==> config.mk <==
export PLATFORM = sky130hd
export DESIGN_NAME = mmio_arbiter
export DESIGN_NICKNAME = d
export VERILOG_FILES = /design/src/rtl/mmio_arbiter.sv
export SDC_FILE = /design/constraint.sdc
export NUM_CORES = 1
export LEC_CHECK = 0
export CORE_AREA = 5 5 146 148
export CTS_BUF_LIST = sky130_fd_sc_hd__clkbuf_8 sky130_fd_sc_hd__clkbuf_16
export CTS_CLUSTER_SIZE = 40
export DETAILED_ROUTE_END_ITERATION = 8
export DIE_AREA = 0 0 151 153
export PLACE_DENSITY_LB_ADDON = 0.08
export SLEW_MARGIN = 20
export SYNTH_ARGS = -nofsm -noshare
export SYNTH_HDL_FRONTEND = slang
export SYNTH_SLANG_ARGS = --single-unit
==> constraint.sdc <==
create_clock -name clk -period 1.6 [get_ports clk]
set_input_delay 0.24 -clock clk [delete_from_list [all_inputs] [get_ports clk]]
set_output_delay 0.24 -clock clk [all_outputs]
set_load 0.02 [all_outputs]
==> src/rtl/mmio_arbiter.sv <==
// Two-requester round-robin front end onto a single AXI-lite master port.
// Only one transaction is in flight; completions come back as one-cycle rsp_valid pulses.

package const_pkg;
    typedef enum logic [1:0] {
        RESP_OKAY   = 2'b00,
        RESP_EXOKAY = 2'b01,
        RESP_SLVERR = 2'b10,
        RESP_DECERR = 2'b11
    } resp_t;

    typedef enum logic [2:0] {
        INIT,
        WRITE_1,
        WRITE_RESP,
        READ_1,
        READ_RESP
    } axi_mmio_state_t;
endpackage

module mmio_arbiter
    import const_pkg::*;
#(
    parameter int unsigned ADDR_W = 32,
    parameter int unsigned DATA_W = 32
) (
    input  logic                clk,
    input  logic                rst,

    input  logic [1:0]          req_valid,
    input  logic [1:0]          req_we,
    input  logic [2*ADDR_W-1:0] req_addr,
    input  logic [2*DATA_W-1:0] req_wdata,
    output logic [1:0]          rsp_valid,
    output logic [DATA_W-1:0]   rsp_rdata,
    output resp_t               rsp_resp,

    output logic                m_awvalid,
    input  logic                m_awready,
    output logic [ADDR_W-1:0]   m_awaddr,
    output logic                m_wvalid,
    input  logic                m_wready,
    output logic [DATA_W-1:0]   m_wdata,
    input  logic                m_bvalid,
    output logic                m_bready,
    input  logic [1:0]          m_bresp,
    output logic                m_arvalid,
    input  logic                m_arready,
    output logic [ADDR_W-1:0]   m_araddr,
    input  logic                m_rvalid,
    output logic                m_rready,
    input  logic [DATA_W-1:0]   m_rdata,
    input  logic [1:0]          m_rresp
);

    axi_mmio_state_t r_state;
    logic            r_grant;
    logic            r_last_grant;

    logic [1:0]        w_req;
    logic              w_req_any;
    logic              w_gnt;
    logic              w_we;
    logic [ADDR_W-1:0] w_addr;
    logic [DATA_W-1:0] w_wdata;
    logic              w_aw_ok;
    logic              w_w_ok;

    // A requester whose completion is being signalled this cycle is still holding
    // req_valid; mask it so the same request is not granted twice.
    assign w_req     = req_valid & ~rsp_valid;
    assign w_req_any = |w_req;
    assign w_gnt     = (&w_req) ? ~r_last_grant : w_req[1];
    assign w_we      = req_we[w_gnt];
    assign w_addr    = w_gnt ? req_addr[2*ADDR_W-1:ADDR_W]  : req_addr[ADDR_W-1:0];
    assign w_wdata   = w_gnt ? req_wdata[2*DATA_W-1:DATA_W] : req_wdata[DATA_W-1:0];

    // A channel counts as done once its valid has dropped or it handshakes now.
    assign w_aw_ok = ~m_awvalid | m_awready;
    assign w_w_ok  = ~m_wvalid  | m_wready;

    // Transaction sequencer with registered AXI and completion outputs.
    always_ff @(posedge clk) begin
        if (rst) begin
            r_state      <= INIT;
            r_grant      <= 1'b0;
            r_last_grant <= 1'b1;
            rsp_valid    <= '0;
            rsp_rdata    <= '0;
            rsp_resp     <= RESP_OKAY;
            m_awvalid    <= 1'b0;
            m_awaddr     <= '0;
            m_wvalid     <= 1'b0;
            m_wdata      <= '0;
            m_bready     <= 1'b0;
            m_arvalid    <= 1'b0;
            m_araddr     <= '0;
            m_rready     <= 1'b0;
        end else begin
            rsp_valid <= '0;
            unique case (r_state)
                INIT: begin
                    if (w_req_any) begin
                        r_grant      <= w_gnt;
                        r_last_grant <= w_gnt;
                        m_awaddr     <= w_addr;
                        m_araddr     <= w_addr;
                        m_wdata      <= w_wdata;
                        if (w_we) begin
                            r_state   <= WRITE_1;
                            m_awvalid <= 1'b1;
                            m_wvalid  <= 1'b1;
                        end else begin
                            r_state   <= READ_1;
                            m_arvalid <= 1'b1;
                        end
                    end
                end
                WRITE_1: begin
                    if (m_awready) begin
                        m_awvalid <= 1'b0;
                    end
                    if (m_wready) begin
                        m_wvalid <= 1'b0;
                    end
                    if (w_aw_ok && w_w_ok) begin
                        r_state  <= WRITE_RESP;
                        m_bready <= 1'b1;
                    end
                end
                WRITE_RESP: begin
                    if (m_bvalid) begin
                        r_state            <= INIT;
                        m_bready           <= 1'b0;
                        rsp_resp           <= resp_t'(m_bresp);
                        rsp_valid[r_grant] <= 1'b1;
                    end
                end
                READ_1: begin
                    if (m_arready) begin
                        r_state   <= READ_RESP;
                        m_arvalid <= 1'b0;
                        m_rready  <= 1'b1;
                    end
                end
                READ_RESP: begin
                    if (m_rvalid) begin
                        r_state            <= INIT;
                        m_rready           <= 1'b0;
                        rsp_rdata          <= m_rdata;
                        rsp_resp           <= resp_t'(m_rresp);
                        rsp_valid[r_grant] <= 1'b1;
                    end
                end
                default: begin
                    r_state <= INIT;
                end
            endcase
        end
    end

endmodule

==> results of run 1 <==
==> synthesized netlist by cell type (all sizes together) <==
cell / number
o22ai: 1
nor3b: 3
inv: 3
buf: 66
a211oi: 66
clkbuf: 16
a31oi: 1
a2bb2oi: 1
o21ai: 3
dfxtp: 110
a21o: 2
o31ai: 2
nand2b: 3
o21a: 1
mux2: 1
nor3: 4
o32ai: 1
mux2i: 3
nand3: 1
nand3b: 2
nand4bb: 1
a21oi: 105
nor2: 67
nor2b: 3
nand2: 137
and2: 1
==> how the worst max path moves through the flow <==
stage                 start            to  slack [ps]
2_1_floorplan  rsp_valid[0]   m_wdata[13]         160
3_3_place_gp   req_valid[0]   m_wdata[11]        -210
3_5_place_dp   req_valid[0]  m_araddr[30]        -270
4_1_cts        m_araddr[27]  m_awaddr[27]         0.9
5_1_grt         m_wdata[10]   m_wdata[10]         0.2
6_report        m_wdata[17]   m_wdata[17]          40
==> stage by stage <==
step	hold slack [ps]	power, mW	worst slack (ps)	TNS [ps]	instances
finish	293	10.8	44.4	0	1143
global route	290	11.4	0.175	0	1143
global placement	428	9.09	-211	-11450	1128
floorplan	367	7.07	156	0	604
detailed placement	445	9.18	-266	-13160	1128
CTS	283	11.0	0.923	0	1143
==> final cells by class <==
type                       count  area, um^2
timing repair buffer         336        3430
tap                          270         338
clock inverter                 6        38.8
multi-input combinational    409        2660
inverter                       3        11.3
clock buffer                   9         225
fill                        1973       11000
sequential                   110        2200
==> flip-flops by register name, indices dropped and copies added, names as in the netlist <==
name,cells
rsp_valid,2
m_wdata,32
r_last_grant,1
rsp_resp,2
m_wvalid,1
m_bready,1
m_awvalid,1
rsp_rdata,32
m_arvalid,1
r_state,3
m_araddr,32
m_rready,1
r_grant,1
==> power breakdown <==
group          switching (mW)  leakage [nW]  total, mW  internal (mW)
registers               0.397         0.904       3.65           3.25
clock network            1.05         0.127       2.09           1.05
logic                    2.82          2.93       5.03           2.21
total                    4.26          3.96       10.8           6.51
==> layer usage <==
layer / part of all wire, % / global-route usage [%]
met1: 39 / 18.8
met4: 1.8 / 3.71
met2: 51 / 29.3
met5: 0 / 0
met3: 8.3 / 5.83
==> logic make-up after synthesis <==
group | share of synthesized area [%]
multiplexers | 0.758
flip-flops | 40.4
AND/OR/NAND/NOR | 20.4
AO/OA/AOI/OAI | 26.9
buffers and inverters | 11.5
==> results.sh, run 1 <==
export IMPL_outcome="completed"
export IMPL_path_max_fanout=2
export IMPL_slew_headroom_pct=73.3
export IMPL_r2r_cells=6
export IMPL_finalCriticalPeriod_ps=1560
export IMPL_startpoint_type="flip-flop"
export IMPL_gp_congestion=0.772
export IMPL_rrSetupSlack_ps=100
export IMPL_drtIter0Drc=166
export IMPL_die_height_um=153
export IMPL_cts_clk_slew_worst_paths_ps=80
export IMPL_grt_overflow=0
export IMPL_finalNetCount=1044
export IMPL_ir_drop_mv=0.497
export IMPL_drv_cap=0
export IMPL_avgViaCountPerCell=4.56
export IMPL_min_path_cells=2
export IMPL_syn_nets=779
export IMPL_tightest_slew_ps=400
export IMPL_synth_distinct_cells=39
export IMPL_drt_pass1_iter_count=4
export IMPL_cts_setup_buffers=0
export IMPL_r2r_start="r_state[2]"
export IMPL_power_density_nw_per_um2=1210
export IMPL_die_area_um2=23100
export IMPL_num_vias=5209
export IMPL_synthToLayoutAreaGrowth_pct=63.4
export IMPL_cts_tree="built"
export IMPL_dp_hpwl_um=15100
export IMPL_yosysWarningCount=0
export IMPL_rsz0062_at_grt="false"
export IMPL_syn_area_um2=5450
export IMPL_layout_commonest_cell="clkdlybuf4s50_1"
export IMPL_grt_use_total_pct=16.5
export IMPL_critical_path_top_delay_family="buffers and inverters"
export IMPL_drive_above_1_share_pct=24.2
export IMPL_critPathMaxStageDelay_ps=630
export IMPL_antenna_found_initial=0
export IMPL_htreeDepth=3
export IMPL_yosys_register_bits=110
export IMPL_final_area_um2=8900
export IMPL_cts_hold_buf=0
export IMPL_fp_row_count=52
export IMPL_min_to="rsp_rdata[30]"
export IMPL_core_um2=19900
export IMPL_avgSynthCellArea_um2=9.02
export IMPL_worst_ep_arrival_time_ps=1320
export IMPL_ant_nets=0
export IMPL_leakagePower_nw=3.96
export IMPL_ios=312
export IMPL_grt_pass1_wl_um=30100
export IMPL_grt_start_max_net_pins=44
export IMPL_fmax_ghz=0.643
export IMPL_yosys_top_cells_area="dfxtp_1 40%, a211oi_2 11%, nand2_1 7.4%"
export IMPL_grt_pass1_vias=5311
export IMPL_syn_inst=604
export IMPL_wl_um=19900
export IMPL_io_buffer_count=311
export IMPL_cts_buffers=9
export IMPL_holdCritStartpoint="rst"
export IMPL_min_path_type="input pin to flip-flop"
export IMPL_hold_violations=0
export IMPL_fin_util_pct=44.7
export IMPL_end_kind="primary output"
export IMPL_cts_root_buffer="clkbuf_16"
export IMPL_path_cells="clkdlybuf4s50_1"
export IMPL_clock_skew_final_ps=10.2
export IMPL_cp_data_required_time_ps=1360
export IMPL_final_cell_mix="201 x clkdlybuf4s50_1, 110 x dfxtp_1, 107 x nand2_1"
export IMPL_yosysSeqAreaShare_pct=40.4
export IMPL_cts_resized=75
export IMPL_r2r_end="m_araddr[30]"
export IMPL_min_period_over_period_pct=97.2
export IMPL_synth_top_area_cell="dfxtp_1"
export IMPL_clock_latency_ps=350
export IMPL_crit_cells=1
export IMPL_wl_per_cell_um=17.4
export IMPL_die_w_um=151
export IMPL_final_max_slew_viol_count=0
export IMPL_drc=0
export IMPL_cts_sinks=110
export IMPL_synth_top_cell_area_share_pct=40.4
export IMPL_cp_buffers_inverters=1
export IMPL_setup_violations=0
export IMPL_path_class="flip-flop to primary output"
export IMPL_placed_cell_area_um2=8630
export IMPL_cts_max_path_buffers=2
export IMPL_cp_slowest_cell="clkdlybuf4s50_1"
export IMPL_antennaDiodeCount=0
export IMPL_start_util_pct=27.4
Power figures use the tool's default switching activity.
==> run 2: changes to the inputs <==
- REMOVE_ABC_BUFFERS: unset -> 1
- TNS_END_PERCENT: unset -> 5
==> run 2 against run 1 <==
Non-clock buffer count is 1 higher. Critical path depth is the same. Die area did not move. Sequential power is essentially flat. Fmax decreased by 0.37%. Worst hold slack got worse by 1.1 ps. Largest cell class unchanged. Highest routed layer is now met5.
==> results.sh, run 2 (synthesized netlist as in run 1, its figures left out) <==
export IMPL_num_vias=5263
export IMPL_cts_max_path_buffers=2
export IMPL_die_height_um=153
export IMPL_fin_ws_ps=38.6
export IMPL_final_area_um2=8930
export IMPL_grt_overflow=0
export IMPL_r2r_start="rsp_valid[0]"
export IMPL_endpoint="m_bready"
export IMPL_cts_clk_slew_worst_paths_ps=70
export IMPL_cts_tree="built"
export IMPL_die_w_um=151
export IMPL_clock_latency_ps=350
export IMPL_outcome="completed"
export IMPL_register_area_um2=2200
export IMPL_path_max_fanout=2
export IMPL_wl_per_cell_um=17.4
export IMPL_holdWs_ps=292
export IMPL_crit_path_start="m_bready"
export IMPL_antenna_found_initial=2
export IMPL_startpoint_type="flip-flop"
export IMPL_slew_headroom_pct=74.5
export IMPL_min_path_type="input pin to flip-flop"
export IMPL_io_buffer_count=311
export IMPL_cts_root_buffer="clkbuf_16"
export IMPL_cp_data_required_time_ps=1360
export IMPL_critPathMaxStageDelay_ps=630
export IMPL_drtIter0Drc=129
export IMPL_avgViaCountPerCell=4.60
export IMPL_antennaDiodeCount=0
export IMPL_dp_hpwl_um=15100
export IMPL_critical_path_top_delay_family="buffers and inverters"
export IMPL_cts_hold_buf=0
export IMPL_drive_above_1_share_pct=24.2
export IMPL_r2r_cells=6
export IMPL_htreeDepth=3
export IMPL_tns_ps=0
export IMPL_cp_buffers_inverters=1
export IMPL_leakagePower_nw=3.98
export IMPL_placed_cell_area_um2=8650
export IMPL_layout_commonest_cell="clkdlybuf4s50_1"
export IMPL_path_class="flip-flop to primary output"
export IMPL_rrSetupSlack_ps=110
export IMPL_cts_buffers=9
export IMPL_fp_row_count=52
export IMPL_r2r_end="m_wdata[13]"
export IMPL_met3_usage_pct=6.10
export IMPL_power_density_nw_per_um2=1220
export IMPL_fmax_ghz=0.640
export IMPL_grtUsageMet2_pct=27.1
export IMPL_grt_pass1_wl_um=30400
export IMPL_drt_pass1_iter_count=4
export IMPL_grt_use_total_pct=16.5
export IMPL_dpl_worst_slack_ps=-288
export IMPL_clock_skew_final_ps=6.28
export IMPL_crit_cells=1
export IMPL_start_util_pct=27.4
export IMPL_wl_um=19900
export IMPL_drv_cap=0
export IMPL_grt_pass1_vias=5304
export IMPL_grt_start_max_net_pins=45
export IMPL_final_cell_mix="198 x clkdlybuf4s50_1, 110 x dfxtp_1, 107 x nand2_1"
export IMPL_cts_sinks=110
export IMPL_tightest_slew_ps=381
export IMPL_rsz0062_at_grt="false"
export IMPL_cp_slowest_cell="clkdlybuf4s50_1"
export IMPL_min_period_over_period_pct=97.6
export IMPL_fill_cells=1997
export IMPL_cts_setup_buffers=0
export IMPL_ir_drop_mv=0.565
export IMPL_finalCriticalPeriod_ps=1560
export IMPL_ios=312
export IMPL_finalNetCount=1045
export IMPL_gp_congestion=0.767
export IMPL_reg_top3="m_araddr (32), m_wdata (32), rsp_rdata (32)"
export IMPL_path_cells="clkdlybuf4s50_1"
export IMPL_die_area_um2=23100
export IMPL_setup_violations=0
export IMPL_end_kind="primary output"
export IMPL_use_met1_pct=20.5
export IMPL_drc=0
export IMPL_multi_input_area_um2=2650
export IMPL_fin_util_pct=44.8
export IMPL_core_um2=19900
export IMPL_hold_violations=0
export IMPL_final_max_slew_viol_count=0
export IMPL_synthToLayoutAreaGrowth_pct=63.9
export IMPL_worst_ep_arrival_time_ps=1320
export IMPL_ant_nets=0
export IMPL_grt_busiest_layer="met2"
==> run 2: repair_timing <==
item | CTS | global route
setup endpoints to repair | 82 | 34
endpoints found under the hold margin | 0 | 0
pin swaps | 0 | 0
gates resized for setup | 79 | 34
==> run 2: stage by stage <==
step | total power [mW] | instances
2_1_floorplan | 6.44 | 522
3_3_place_gp | 9.09 | 1129
3_5_place_dp | 9.19 | 1129
4_1_cts | 11.1 | 1145
5_1_grt | 11.6 | 1145
6_report | 10.9 | 1145
==> run 2: worst reg2reg max path, stage by stage (launching register included) <==
cell	delay, ps
dfxtp_1	400
nor2b_4	80
buf_4	140
o21ai_4	180
buf_12	250
a21oi_1	110
a211oi_1	250
==> run 2: worst min path at each step <==
stage / startpoint / endpoint / cells after the start / slack, ps
6_report: rst / rsp_rdata[16] / 2 / 290
5_1_grt: rst / rsp_rdata[16] / 2 / 300
4_1_cts: rst / rsp_rdata[30] / 2 / 270
3_5_place_dp: r_grant / rsp_valid[0] / 1 / 440
3_3_place_gp: r_grant / rsp_valid[0] / 1 / 440
2_1_floorplan: rst / rsp_rdata[0] / 1 / 300
==> run 2: cell type report <==
class / count / share of cell area (%)
sequential: 110 / 24.7
inverter: 3 / 0.126
clock inverter: 6 / 0.519
tap: 270 / 3.78
timing repair buffer: 337 / 38.5
clock buffer: 10 / 2.68
multi-input combinational: 409 / 29.7
==> run 2: metal layers <==
metal	wire length, um	share of wire [%]
met3	2090	10
met5	22	0.11
met1	8350	42
met4	212	1.1
met2	9230	46
==> run 2: where the power goes <==
part / internal, mW / total [mW] / switching [mW]
Combinational: 2.21 / 5.04 / 2.83
Clock: 1.11 / 2.21 / 1.10
Sequential: 3.25 / 3.63 / 0.384
Total: 6.57 / 10.9 / 4.32
